--- src/rtl/mc_control_seq.sv ---
// mc_control_seq: multi-cycle MIPS-subset control FSM with memory handshake, retire counter and timeout halt.
// Define MC_JUMP_EN to decode opcode 000010 as a jump; otherwise it halts like any illegal opcode.
module mc_control_seq #(
  parameter int CNT_W   = 32,
  parameter int TIMEOUT = 15
) (
  input  logic             clk,
  input  logic             rst_n,
  input  logic             run,
  input  logic [5:0]       opcode,
  input  logic             zero,
  input  logic             mem_ack,
  output logic             mem_req,
  output logic             i_or_d,
  output logic             mem_read,
  output logic             mem_write,
  output logic             ir_write,
  output logic             pc_write,
  output logic [1:0]       pc_src,
  output logic             reg_dst,
  output logic             reg_write,
  output logic             mem_to_reg,
  output logic             alu_src_a,
  output logic [1:0]       alu_src_b,
  output logic [2:0]       alu_op,
  output logic [3:0]       state_o,
  output logic             halted,
  output logic [CNT_W-1:0] retired
);
  localparam logic [3:0] S_FETCH  = 4'd0;
  localparam logic [3:0] S_DECODE = 4'd1;
  localparam logic [3:0] S_MEMADR = 4'd2;
  localparam logic [3:0] S_MEMRD  = 4'd3;
  localparam logic [3:0] S_MEMWB  = 4'd4;
  localparam logic [3:0] S_MEMWR  = 4'd5;
  localparam logic [3:0] S_EXEC_R = 4'd6;
  localparam logic [3:0] S_RWB    = 4'd7;
  localparam logic [3:0] S_BRANCH = 4'd8;
  localparam logic [3:0] S_EXEC_I = 4'd9;
  localparam logic [3:0] S_IWB    = 4'd10;
  localparam logic [3:0] S_JUMP   = 4'd11;
  localparam logic [3:0] S_HALT   = 4'd15;
  localparam logic [5:0] OP_R     = 6'b000000;
  localparam logic [5:0] OP_LW    = 6'b100011;
  localparam logic [5:0] OP_SW    = 6'b101011;
  localparam logic [5:0] OP_BEQ   = 6'b000100;
  localparam logic [5:0] OP_ADDI  = 6'b001000;
  localparam logic [5:0] OP_J     = 6'b000010;
  logic [3:0]       state_q, state_d;
  logic [7:0]       timer_q, timer_d;
  logic [CNT_W-1:0] retired_q, retired_d;
  logic             waiting, tmo, retire;
  // Strobes are gated by rst_n so an async reset drops a live request immediately.
  always_comb begin
    mem_req    = 1'b0;
    i_or_d     = 1'b0;
    mem_read   = 1'b0;
    mem_write  = 1'b0;
    ir_write   = 1'b0;
    pc_write   = 1'b0;
    pc_src     = 2'b00;
    reg_dst    = 1'b0;
    reg_write  = 1'b0;
    mem_to_reg = 1'b0;
    alu_src_a  = 1'b0;
    alu_src_b  = 2'b00;
    alu_op     = 3'b000;
    halted     = 1'b0;
    state_d    = state_q;
    if (rst_n) begin
      case (state_q)
        S_FETCH: if (run) begin
          mem_req   = 1'b1;
          mem_read  = 1'b1;
          alu_src_b = 2'b01;
          if (mem_ack) begin
            ir_write = 1'b1;
            pc_write = 1'b1;
            state_d  = S_DECODE;
          end
        end
        S_DECODE: begin
          alu_src_b = 2'b11;
          state_d   = (opcode == OP_R) ? S_EXEC_R :
                      (opcode == OP_LW || opcode == OP_SW) ? S_MEMADR :
                      (opcode == OP_BEQ) ? S_BRANCH :
                      (opcode == OP_ADDI) ? S_EXEC_I :
`ifdef MC_JUMP_EN
                      (opcode == OP_J) ? S_JUMP :
`endif
                      S_HALT;
        end
        S_MEMADR: begin
          alu_src_a = 1'b1;
          alu_src_b = 2'b10;
          state_d   = (opcode == OP_LW) ? S_MEMRD : S_MEMWR;
        end
        S_MEMRD: begin
          mem_req  = 1'b1;
          mem_read = 1'b1;
          i_or_d   = 1'b1;
          state_d  = mem_ack ? S_MEMWB : S_MEMRD;
        end
        S_MEMWB: begin
          reg_write  = 1'b1;
          mem_to_reg = 1'b1;
          state_d    = S_FETCH;
        end
        S_MEMWR: begin
          mem_req   = 1'b1;
          mem_write = 1'b1;
          i_or_d    = 1'b1;
          state_d   = mem_ack ? S_FETCH : S_MEMWR;
        end
        S_EXEC_R: begin
          alu_src_a = 1'b1;
          alu_op    = 3'b010;
          state_d   = S_RWB;
        end
        S_RWB: begin
          reg_write = 1'b1;
          reg_dst   = 1'b1;
          state_d   = S_FETCH;
        end
        S_BRANCH: begin
          alu_src_a = 1'b1;
          alu_op    = 3'b001;
          pc_src    = 2'b01;
          pc_write  = zero;
          state_d   = S_FETCH;
        end
        S_EXEC_I: begin
          alu_src_a = 1'b1;
          alu_src_b = 2'b10;
          state_d   = S_IWB;
        end
        S_IWB: begin
          reg_write = 1'b1;
          state_d   = S_FETCH;
        end
`ifdef MC_JUMP_EN
        S_JUMP: begin
          pc_write = 1'b1;
          pc_src   = 2'b10;
          state_d  = S_FETCH;
        end
`endif
        S_HALT: halted = 1'b1;
        default: state_d = S_HALT;
      endcase
    end
    waiting   = mem_req & ~mem_ack;
    tmo       = waiting && (timer_q == 8'(TIMEOUT - 1));
    timer_d   = (waiting && !tmo) ? timer_q + 8'd1 : 8'd0;
    state_d   = tmo ? S_HALT : state_d;
    retire    = (state_q inside {S_MEMWB, S_RWB, S_IWB, S_BRANCH, S_JUMP}) ||
                (state_q == S_MEMWR && mem_ack);
    retired_d = retired_q + CNT_W'(retire);
  end
  always_ff @(posedge clk or negedge rst_n) begin
    if (!rst_n) begin
      state_q   <= S_FETCH;
      timer_q   <= 8'd0;
      retired_q <= '0;
    end else begin
      state_q   <= state_d;
      timer_q   <= timer_d;
      retired_q <= retired_d;
    end
  end
  assign state_o = state_q;
  assign retired = retired_q;
endmodule

--- config.mk ---
export PLATFORM = sky130hd
export DESIGN_NAME = mc_control_seq
export DESIGN_NICKNAME = d
export VERILOG_FILES = /design/src/rtl/mc_control_seq.sv
export SDC_FILE = /design/constraint.sdc
export NUM_CORES = 1
export LEC_CHECK = 0
export ABC_AREA = 1
export CAP_MARGIN = 15
export CORE_MARGIN = 2
export CORE_UTILIZATION = 60
export CTS_BUF_LIST = sky130_fd_sc_hd__clkbuf_4 sky130_fd_sc_hd__clkbuf_8
export DETAILED_ROUTE_END_ITERATION = 16
export DONT_BUFFER_PORTS = 1
export HOLD_SLACK_MARGIN = 0.06
export PLACE_DENSITY_LB_ADDON = 0.05
export SYNTH_ARGS = -nofsm -noshare
export SYNTH_HDL_FRONTEND = slang
export SYNTH_SLANG_ARGS = --single-unit
export TNS_END_PERCENT = 10
--- constraint.sdc ---
create_clock -name clk -period 2.19 [get_ports clk]
set_input_delay 0.219 -clock clk [delete_from_list [all_inputs] [get_ports clk]]
set_output_delay 0.219 -clock clk [all_outputs]
set_load 0.1 [all_outputs]
==> metrics.yaml <==
multi_input_area_sq_um: 1640
grt_pass1_wl_um: 12600
grt_usage: 0.317
critical_path.max_stage_delay_ns: 0.54
crit_fanout: 5
worst_setup_hold_path_clk_slew_ns: 0.09
synthFlopType: "dfrtp_1"
initial_core_util: 0.624
yosys-top-cells-area: "dfrtp_1, nand2_1, xor2_1, nor2_1, inv_1"
clockRootBuffer: "clkbuf_8"
wl_per_cell_um: 17.9
rsz0062_at_grt: "yes"
worst-path-buf-inv: 0
cp-end-kind: "flip-flop"
pin_count: 65
slew_headroom: 0.623
maxCapViolCount: 0
core-area_sq_um: 4350
cp_common_cell: "nand2_1"
final.fill_count: 199
final_max_slew_viol_count: 0
synth_enable_flop_cells: 0
syn_area_sq_um: 2720
seqCellArea_sq_um: 1110
ir_worst_vdd_v: 0.00117
synth_area_leader_cell: "dfrtp_1"
critPathTopFamily: "simple AND/OR/NAND/NOR gates"
ant_nets: 0
failed_checks: "negative setup slack"
min_path_type: "in2reg"
power.density_nw_per_um2: 1130
worst_pin_slew_ns: 0.561
syn_inst: 349
die_h_um: 71.3
wl_um: 8820
clockBufferDepth: 2
htreeDepth: 2
synth_compound_gate_area_share: 0.0327
yosysMostFrequentCell: "nand2_1"
max_freq_mhz: 439
muxShareOfSynthArea: 0
routabilityCongestion: 0.927
cts_tree: "yes"
clkLatencyLatePin_ns: 0.31
reg2reg_slack_ns: -0.09
fin_crit_ns: 2.28
die_w_um: 71.3
cts_buffers: 5
antenna_cells: 0
grt_pass1_vias: 2730
synth-simple-area-share: 0.366
hold_viol_final: 0
io_buffers: 0
leakage_nw: 1.93
synthXorXnorAreaFrac: 0.103
dp_slack_ns: -0.115
cts.sinks: 44
critPathRequiredTime_ns: 2.41
setup_tns_ns: -0.430
num_vias: 2835
synth_top_family_by_area: "simple AND/OR/NAND/NOR gates"
final.setup.worst_slack_ns: -0.0882
placed_area_sq_um: 3530
drive_above_1_share: 0.357
min_period_over_period: 1.04
rows: 24
stdcell_area_sq_um: 3900
synth.top_cell.area_share: 0.405
layout.nets: 454
ys_ff_latch: 44
yosysSeqAreaShare: 0.405
dp.final_hpwl_um: 5720
synth.yosys.warnings: 0
async_reset_ff_frac: 1.00
yosys-top-cells-count: "nand2_1, nor2_1, dfrtp_1, inv_1, nand3_1"
start_kind: "flip-flop"
finalClockSkew_ns: 0.00870
critical_path_class: "reg2reg"
antenna_found_initial: 0
crit_slowest_cell: "dfrtp_4"
outcome: "complete, but fails checks"
drc_errors: 0
drt_first_iter_violations: 369
viasPerCell: 5.76
syn_area_per_cell_sq_um: 7.79
crit_arrival_ns: 2.49
grt.overflow.total: 0
synth_fa_ha_area_frac: 0.0184
synth.distinct_cells: 32
drtPass1Iterations: 5
worstPathCellList: "nor2_2 -> nand3_1 -> o2111ai_2 -> ha_2 -> ha_4 -> nand2_2 -> nor2_4 -> nand3_4 -> nor3_4 -> nand2_1 -> nand2_1 -> nand2_1"
grt_max_degree: 45
dieArea_sq_um: 5090
setup_viol: 12
syn_to_final_growth_pct: 43.4
==> logic make-up (layout without fill, tap and decap cells) <==
group / count (synthesis) / in the layout
AND/OR/NAND/NOR: 205 / 205
buffers and inverters: 49 / 139
flip-flops: 44 / 44
XOR/XNOR: 32 / 32
adder cells (fa/ha/maj): 4 / 4
other: 1 / 2
AO/OA/AOI/OAI: 14 / 14
==> path summary, 6_finish.rpt <==
kind / from / to / cells past startpoint
min in group asynchronous: rst_n / state_o[0]$_DFFE_PN0P_ / 2
worst max register to register: state_o[1]$_DFFE_PN0P_ / retired[28]$_DFF_PN0_ / 12
max in group asynchronous: rst_n / state_o[2]$_DFFE_PN0P_ / 2
worst max-delay path: state_o[1]$_DFFE_PN0P_ / retired[28]$_DFF_PN0_ / 12
worst min-delay path: rst_n / state_o[0]$_DFFE_PN0P_ / 3
worst min register to register: retired[31]$_DFF_PN0_ / retired[31]$_DFF_PN0_ / 1
==> report_power, final <==
part           internal (mW)  leakage, nW  switching, mW  total, mW
logic                  0.780         1.29           1.91       2.69
clock network          0.373       0.0614          0.301      0.674
registers              0.922        0.584          0.137       1.06
==> tightest hold or removal path, stage by stage <==
cell	delay, ns
nand2_2	0.06
nand2_1	0.06
nand2_1	0.04
==> flip-flops by register name, summed over array words and instances (netlist names) <==
register	count
state_o	4
retired	32
timer_q	8
==> repair_timing <==
item,4_1_cts,5_1_grt
hold buffers,2,0
cloned,0,0
resized for setup,7,36
endpoints found under the setup margin,12,23
setup buffers,0,8
pin swaps,3,12
hold endpoints to repair,44,0
==> routing by layer <==
layer  up-vias  part of all wire  GRT usage
met2       166              0.49      0.502
li1       1294                 -          -
met3        32             0.087     0.0731
met4         0             0.033      0.130
met5         -                 0          0
met1      1343              0.39      0.423
==> cell usage in the layout (no fill, tap or decap), types with 4 or more instances in the layout <==
| cell type | synthesis | layout |
|---|---|---|
| a21oi_1 | 5 | 4 |
| buf_12 | 0 | 9 |
| buf_4 | 4 | 71 |
| clkbuf_8 | 0 | 6 |
| dfrtp_1 | 44 | 40 |
| inv_1 | 42 | 40 |
| nand2_1 | 86 | 77 |
| nand2_2 | 2 | 10 |
| nand3_1 | 23 | 21 |
| nand3_4 | 3 | 4 |
| nand4_1 | 7 | 7 |
| nor2_1 | 46 | 29 |
| nor2_2 | 3 | 13 |
| nor2_4 | 1 | 8 |
| nor3_1 | 20 | 16 |
| nor3_2 | 2 | 4 |
| o21ai_0 | 6 | 5 |
| xnor2_1 | 10 | 10 |
| xor2_1 | 22 | 22 |
==> per-stage QoR <==
stage	utilization	cells	hold slack [ns]	total power, mW
5_1_grt	0.895	492	0.0990	4.58
3_5_place_dp	0.810	474	-0.0750	3.43
3_3_place_gp	0.810	474	-0.0744	3.39
2_1_floorplan	-	350	-0.0766	2.80
4_1_cts	0.850	484	0.0944	4.14
6_report	0.895	492	0.0908	4.42
==> final cells by class <==
class                      count  area share
timing repair buffer          86       0.202
clock buffer                   6      0.0212
multi-input combinational    257       0.421
clock inverter                 2     0.00995
inverter                      45      0.0440
tap                           52      0.0167
sequential                    44       0.286
Power figures use the tool's default switching activity.
